===== src/rtl/core_pkg.sv =====
// ============================================================================
// Module   : core_pkg
// Brief    : Shared types and constants for the branch redirect controller.
// Revision : 1.0 - initial release
// ============================================================================
`default_nettype none

package core_pkg;

    typedef enum logic [0:0] {
        IDLE  = 1'b0,
        REDIR = 1'b1
    } state_t;

    localparam logic [31:0] PC_INC = 32'd4;

endpackage

`default_nettype wire


===== src/rtl/branch_redirect_ctrl.sv =====
// ============================================================================
// Module   : branch_redirect_ctrl
// Brief    : Detects EX-stage branch mispredictions, flushes IF/ID, stalls EX
//            and hands a registered redirect PC to fetch over valid/ready.
// Revision : 1.0 - initial release
// ============================================================================
`default_nettype none

module branch_redirect_ctrl
    import core_pkg::*;
#(
    parameter logic [31:0] RESET_PC = 32'h0000_0000,
    parameter int          CNT_W    = 32
) (
    input  logic             i_clk_1,
    input  logic             i_rstn_1,
    input  logic             i_exValid_1,
    input  logic             i_isCtrl_1,
    input  logic [31:0]      i_exPC_32,
    input  logic             i_isBranch_1,
    input  logic [31:0]      i_branchPC_32,
    input  logic             i_predTaken_1,
    input  logic [31:0]      i_predPC_32,
    input  logic             i_redirReady_1,
    input  logic             i_cntClr_1,
    output logic             o_redirValid_1,
    output logic [31:0]      o_redirPC_32,
    output logic             o_flush_1,
    output logic             o_exStall_1,
    output logic [CNT_W-1:0] o_branchCnt_W,
    output logic [CNT_W-1:0] o_mispredCnt_W
);

    state_t             state;
    state_t             state_nxt;
    logic               in_redir;
    logic               resolve;
    logic               mispredict;
    logic [31:0]        correct_pc;
    logic [31:0]        redir_pc;
    logic [CNT_W-1:0]   branch_cnt;
    logic [CNT_W-1:0]   mispred_cnt;

    function automatic logic [CNT_W-1:0] sat_inc(input logic [CNT_W-1:0] v);
        return (&v) ? v : v + CNT_W'(1);
    endfunction

    // EX inputs only count while IDLE; in REDIR the EX op is stalled.
    assign resolve    = i_exValid_1 & i_isCtrl_1 & (state == IDLE);
    assign correct_pc = i_isBranch_1 ? i_branchPC_32 : (i_exPC_32 + PC_INC);
    assign mispredict = resolve &
                        ((i_isBranch_1 != i_predTaken_1) |
                         (i_isBranch_1 & i_predTaken_1 & (i_branchPC_32 != i_predPC_32)));

    always_ff @(posedge i_clk_1 or negedge i_rstn_1) begin
        if (!i_rstn_1) begin
            state <= IDLE;
        end else begin
            state <= state_nxt;
        end
    end

    always_comb begin
        state_nxt = state;
        in_redir  = 1'b0;
        case (state)
            IDLE: begin
                if (mispredict) begin
                    state_nxt = REDIR;
                end
            end
            REDIR: begin
                in_redir = 1'b1;
                if (i_redirReady_1) begin
                    state_nxt = IDLE;
                end
            end
            default: begin
                state_nxt = IDLE;
            end
        endcase
    end

    always_ff @(posedge i_clk_1 or negedge i_rstn_1) begin
        if (!i_rstn_1) begin
            redir_pc <= RESET_PC;
        end else if (mispredict) begin
            redir_pc <= correct_pc;
        end
    end

    // Clear wins over a same-cycle increment.
    always_ff @(posedge i_clk_1 or negedge i_rstn_1) begin
        if (!i_rstn_1) begin
            branch_cnt  <= '0;
            mispred_cnt <= '0;
        end else if (i_cntClr_1) begin
            branch_cnt  <= '0;
            mispred_cnt <= '0;
        end else begin
            if (resolve) begin
                branch_cnt <= sat_inc(branch_cnt);
            end
            if (mispredict) begin
                mispred_cnt <= sat_inc(mispred_cnt);
            end
        end
    end

    assign o_redirValid_1 = in_redir;
    assign o_flush_1      = in_redir;
    assign o_exStall_1    = in_redir;
    assign o_redirPC_32   = redir_pc;
    assign o_branchCnt_W  = branch_cnt;
    assign o_mispredCnt_W = mispred_cnt;

endmodule

`default_nettype wire


===== config.mk =====
export PLATFORM = sky130hd
export DESIGN_NAME = branch_redirect_ctrl
export DESIGN_NICKNAME = d
export VERILOG_FILES = /design/src/rtl/core_pkg.sv /design/src/rtl/branch_redirect_ctrl.sv
export SDC_FILE = /design/constraint.sdc
export NUM_CORES = 1
export LEC_CHECK = 0
export ABC_AREA = 1
export CAP_MARGIN = 0
export CORE_MARGIN = 2
export CORE_UTILIZATION = 40
export DETAILED_ROUTE_END_ITERATION = 10
export GPL_ROUTABILITY_DRIVEN = 0
export GPL_TIMING_DRIVEN = 1
export PLACE_DENSITY = 0.7
export SLEW_MARGIN = 20
export SYNTH_ARGS = -nofsm -noshare
export SYNTH_HDL_FRONTEND = slang
export SYNTH_SLANG_ARGS = --single-unit

===== constraint.sdc =====
create_clock -name i_clk_1 -period 1.99 [get_ports i_clk_1]
set_input_delay 0.398 -clock i_clk_1 [delete_from_list [all_inputs] [get_ports i_clk_1]]
set_output_delay 0.398 -clock i_clk_1 [all_outputs]
set_load 0.03 [all_outputs]

After elaboration in Yosys (flattened, before gate mapping)

Cells that the tools add are included.

Logic and storage cells: 35
Flip-flop bits (word level): 97
Memory bits (writable): 0
Bits in latches: 0
ROM bits: 0
Output and inout port bits: 99
Memories kept: 0

Bitwise logic cells: 7
Reduce and logical (&&, ||, !) cells: 6
Order comparisons: 0
Eq/ne operators: 4
Mux-type cells: 11
Add/subtract/negate cells: 3
Div/mod/pow operators: 0
Shift operators: 0
Multiply operators: 0

Operator list:

| operator              | count |
|---|---|
| $mux 32               | 7 |
| $add 32x1->32 const B | 2 |
| $reduce_and 32->1     | 2 |
| $add 32x3->32 const B | 1 |
| $ne 32x32->1          | 1 |
| $and 1x1->1           | 5 |
| $ne 2x2->1 const B    | 2 |
| $reduce_and 2->1      | 2 |
| $reduce_bool 2->1     | 2 |
| $mux 1                | 3 |
| $pmux 1 s2            | 1 |
| $ne 1x1->1            | 1 |
| $not 1->1             | 1 |
| $or 1x1->1            | 1 |

Depth between registers and ports, before layout

Word-level depth: 6
Mapped depth: 15

Worst setup path after synthesis

Ideal clock, no wire load.

Path kind: reg-to-reg
Start point: register mispred_cnt[0], in the netlist o_mispredCnt_W[0]
End point: register mispred_cnt[16], in the netlist o_mispredCnt_W[16]
Library setup time: 118 ps
Period minus slack after synthesis: 2,083 ps
Setup slack: -93 ps
Arrival time: 1,965 ps
Stages on the path, launching flop included: 12
Cell sequence: dfrtp_1 -> ha_1 -> nand3_1 -> nor2_2 -> nand4_4 -> nor2_8 -> nand4_4 -> nand3_4 -> nand2_4 -> buf_6 -> nand2_1 -> nand2_1

Cells in the longest elaborated chain, start to end: 4
Elaborated cells between the ends (all ways): 7
Classes of those cells: add/sub (1); eq/ne (1); mux (3); reduce/logical (2)

Ends and longest elaborated chain:

| what                   | RTL line                    | source |
|---|---|---|
| from (decl)            | branch_redirect_ctrl.sv:42  | `logic [CNT_W-1:0] mispred_cnt;` |
| from (signal assigned) | branch_redirect_ctrl.sv:105 | `mispred_cnt <= sat_inc(mispred_cnt);` |
| $add 32x1->32          | branch_redirect_ctrl.sv:45  | `return (&v) ? v : v + CNT_W'(1);` |
| $mux 32                | branch_redirect_ctrl.sv:45  |  |
| $mux 32                | branch_redirect_ctrl.sv:104 | `if (mispredict) begin` |
| $mux 32                | branch_redirect_ctrl.sv:97  | `end else if (i_cntClr_1) begin` |

Parallel ways exist; a longest one is shown, timed or not. The select of a mux whose other input is x is not followed.
A chain may end at the register's enable or synchronous reset.

Worst setup path after layout

Start point: register mispred_cnt[25], in the netlist o_mispredCnt_W[25]
End point: output port o_mispredCnt_W[25]

RTL lines:

| what      | RTL line                   | source |
|---|---|---|
| to (decl) | branch_redirect_ctrl.sv:31 | `output logic [CNT_W-1:0] o_mispredCnt_W` |

No word-level cell between the ends.

==> results.sh <==
export IMPL_htree_num_levels=3
export IMPL_arrival_ns=1.57
export IMPL_maxSlewViolCount=0
export IMPL_synth_edf_count=0
export IMPL_insertion_delay_ns=0.36
export IMPL_rows=48
export IMPL_path_cells="clkdlybuf4s50_1"
export IMPL_layout_cells_most_common_list="nand2_1, clkdlybuf4s50_1, buf_4, nor2_1, dfrtp_1"
export IMPL_avgSynthCellArea_um2=6.717
export IMPL_met3_usage_pct=3.385
export IMPL_antenna_found_initial=1
export IMPL_cp_slowest_cell="clkdlybuf4s50_1"
export IMPL_clock_sinks=97
export IMPL_grt_busiest_layer="met2"
export IMPL_min_path_type="in -> async"
export IMPL_io_pins=203
export IMPL_die_area_um2=18940
export IMPL_area_growth_pct=54.90
export IMPL_first_iter_violations=733
export IMPL_grt_max_degree=98
export IMPL_ctsHoldBuffers=0
export IMPL_synth_flop_cell="dfrtp_1"
export IMPL_final_hold_viol_count=0
export IMPL_status="finished clean"
export IMPL_crit_family="buffers and inverters"
export IMPL_drive_gt1_share_pct=16.29
export IMPL_gr_total_overflow=0
export IMPL_grt_first_pass_wirelength_um=37320
export IMPL_synth_nets=1171
export IMPL_use_met1_pct=33.47
export IMPL_max_freq_mhz=508.3
export IMPL_synthArstFlopShare_pct=100.0
export IMPL_worstSetupPathType="reg -> out"
export IMPL_first_pass_iters=7
export IMPL_ant_nets=0
export IMPL_p_leak_nw=5.523
export IMPL_die_x_um=137.6
export IMPL_critPathRequiredTime_ns=1.59
export IMPL_fin_area_um2=11060
export IMPL_netlist_instances=1063
export IMPL_powerDensity_nw_per_um2=559.1
export IMPL_rsz0062_at_grt="true"
export IMPL_place_area_um2=10120
export IMPL_place_inst=1563
export IMPL_fillCellCount=1567
export IMPL_clock_path_buffers=2
export IMPL_cts_tree="done"
export IMPL_cts_root_buf="clkbuf_16"
export IMPL_cpPeakStageDelay_ns=0.72
export IMPL_nets=1472
export IMPL_finalPower_mw=6.184
export IMPL_routed_wl_um=24320
export IMPL_viasPerCell=5.061
export IMPL_dp_hpwl_um=17680
export IMPL_irDropWorstVdd_uv=477.2
export IMPL_hold_slack_ns=0.05721
export IMPL_initial_utilization_pct=41.14
export IMPL_final_common_cell="nand2_1"
export IMPL_path_clk_slew_ns=0.07
export IMPL_startpoint_type="register"
export IMPL_finalSetupViolations=0
export IMPL_vias=8073
export IMPL_grt_met2_usage_pct=41.76
export IMPL_coreArea_um2=17360
export IMPL_syn_cell_area_um2=7141
export IMPL_grtUsageTotal_pct=25.03
export IMPL_fin_skew_ns=0.009356
export IMPL_numCtsBuffers=9
export IMPL_end_kind="output pin"
export IMPL_synth_seq_area_share_pct=33.99
export IMPL_crit_fanout=6
export IMPL_grt_pass1_vias=7555
export IMPL_drc_errors=0
export IMPL_period_needed_ns=1.968
export IMPL_yosys_warnings=0
export IMPL_final_cells=1595
export IMPL_worst_pin_slew_ns=0.5842
export IMPL_fin_tns_setup_ns=0
export IMPL_ys_ff_latch=97
export IMPL_fin_crit_sh_pct=98.87
export IMPL_relSlewSlack_pct=61.06
export IMPL_avgRoutedWirePerCell_um=15.25
export IMPL_drv_cap=0
export IMPL_fp_dieH_um=137.6
export IMPL_yosysUniqueCellTypes=44
export IMPL_portBuffers=202
export IMPL_crit_buf_inv=1
[worst paths after layout]
kind / end / slack [ns] / cells past startpoint / startpoint
max in group asynchronous: o_mispredCnt_W[11]$_DFFE_PN0P_ / 1.44 / 2 / i_rstn_1
hold / removal: o_redirPC_32[17]$_DFFE_PN0P_ / 0.06 / 2 / i_rstn_1
setup / recovery: o_mispredCnt_W[25] / 0.02 / 1 / o_mispredCnt_W[25]$_DFFE_PN0P_
setup reg to reg: o_mispredCnt_W[7]$_DFFE_PN0P_ / 0.09 / 11 / o_mispredCnt_W[1]$_DFFE_PN0P_
min in group i_clk_1: o_redirPC_32[3]$_DFFE_PN0P_ / 0.45 / 5 / i_branchPC_32[3]
hold reg to reg: o_redirPC_32[13]$_DFFE_PN0P_ / 0.48 / 2 / o_redirPC_32[13]$_DFFE_PN0P_
[layer usage]
metal | wire, um | up-vias
met3 | 1516 | 35
li1 | - | 4025
met2 | 11720 | 282
met1 | 10550 | 3731
met5 | 0 | -
met4 | 530 | 0
[final cells by class]
cell class / instances / area, um^2 / area share, %
Clock buffer: 9 / 225.2 / 2.036
Antenna cell: 1 / 2.502 / 0.02262
Inverter: 91 / 344.1 / 3.111
Timing Repair Buffer: 323 / 3214 / 29.06
Tap cell: 225 / 281.5 / 2.545
Sequential cell: 97 / 2432 / 21.99
Clock inverter: 7 / 101.3 / 0.9163
Multi-Input combinational cell: 842 / 4459 / 40.32
[metrics by stage]
stage | util (%) | setup slack, ns
2_1_floorplan | - | 0.01178
3_3_place_gp | 58.28 | -0.4347
3_5_place_dp | 58.28 | -0.5326
4_1_cts | 60.28 | -0.04145
5_1_grt | 63.73 | -0.06637
6_report | 63.73 | 0.02250
[state kept, by name (all words and copies together), names as in the netlist]
register and cells:
o_branchCnt_W 32, o_mispredCnt_W 32, o_redirPC_32 32, state 1
[report_power, final]
group          switching, mW  total, mW  internal [mW]
registers              0.123       2.28           2.16
clock network          0.852       1.97           1.12
logic                   1.06       1.93          0.873
total                   2.04       6.18           4.15
[logic make-up (layout without fill, tap and decap cells)]
kind of cell	after synthesis	count (layout)	share of synthesized area (%)
mux	3	3	0.4206
buf+inv	127	430	7.885
fa+ha+maj	4	4	0.7009
other cells	0	1	0
simple gates	674	677	41.28
xor+xnor	74	74	9.077
flops	97	97	33.99
compound gates	84	84	6.641
[repair_timing]
| action | CTS | global route |
|---|---|---|
| setup endpoints to repair | 66 | 109 |
| endpoints found under the hold margin | 0 | 0 |
| gates cloned | 0 | 5 |
| gates resized for setup | 7 | 137 |
| buffers inserted | 0 | 10 |
| pin swaps | 0 | 58 |
[Yosys cell counts (2+ instances only)]
| cell type | count | area share [%] |
|---|---|---|
| a21boi_0 | 2 | 0.21 |
| nand3b_1 | 6 | 0.63 |
| nand3_1 | 71 | 5.0 |
| a21oi_1 | 13 | 0.91 |
| nand2_2 | 3 | 0.26 |
| mux2i_1 | 3 | 0.42 |
| or2_2 | 7 | 0.61 |
| buf_2 | 12 | 0.84 |
| nand2_1 | 391 | 21 |
| inv_1 | 88 | 4.6 |
| nor4_1 | 9 | 0.79 |
| xnor2_1 | 39 | 4.8 |
| nor3_4 | 2 | 0.46 |
| buf_6 | 7 | 1.1 |
| ha_1 | 4 | 0.70 |
| dfrtp_1 | 97 | 34 |
| buf_4 | 3 | 0.32 |
| nor3_1 | 36 | 2.5 |
| buf_1 | 3 | 0.16 |
| clkbuf_1 | 9 | 0.47 |
| o21ai_1 | 9 | 0.63 |
| nor2_2 | 4 | 0.35 |
| nor2_1 | 105 | 5.5 |
| nand4_1 | 24 | 2.1 |
| xor2_1 | 35 | 4.3 |
| nand4_4 | 2 | 0.60 |
| clkbuf_4 | 2 | 0.21 |
| nor3b_1 | 7 | 0.74 |
| o31ai_1 | 14 | 1.5 |
| o21ai_0 | 41 | 2.9 |
| inv_2 | 2 | 0.11 |
[worst reg2reg max path: cells and delay by family, from the launching register on]
family / cells / cell delay, ns
adders and majority gates: 1 / 0.19
and+or+nand+nor: 8 / 0.98
DFF: 1 / 0.39
buffers and inverters: 2 / 0.29
Power figures use the tool's default switching activity.
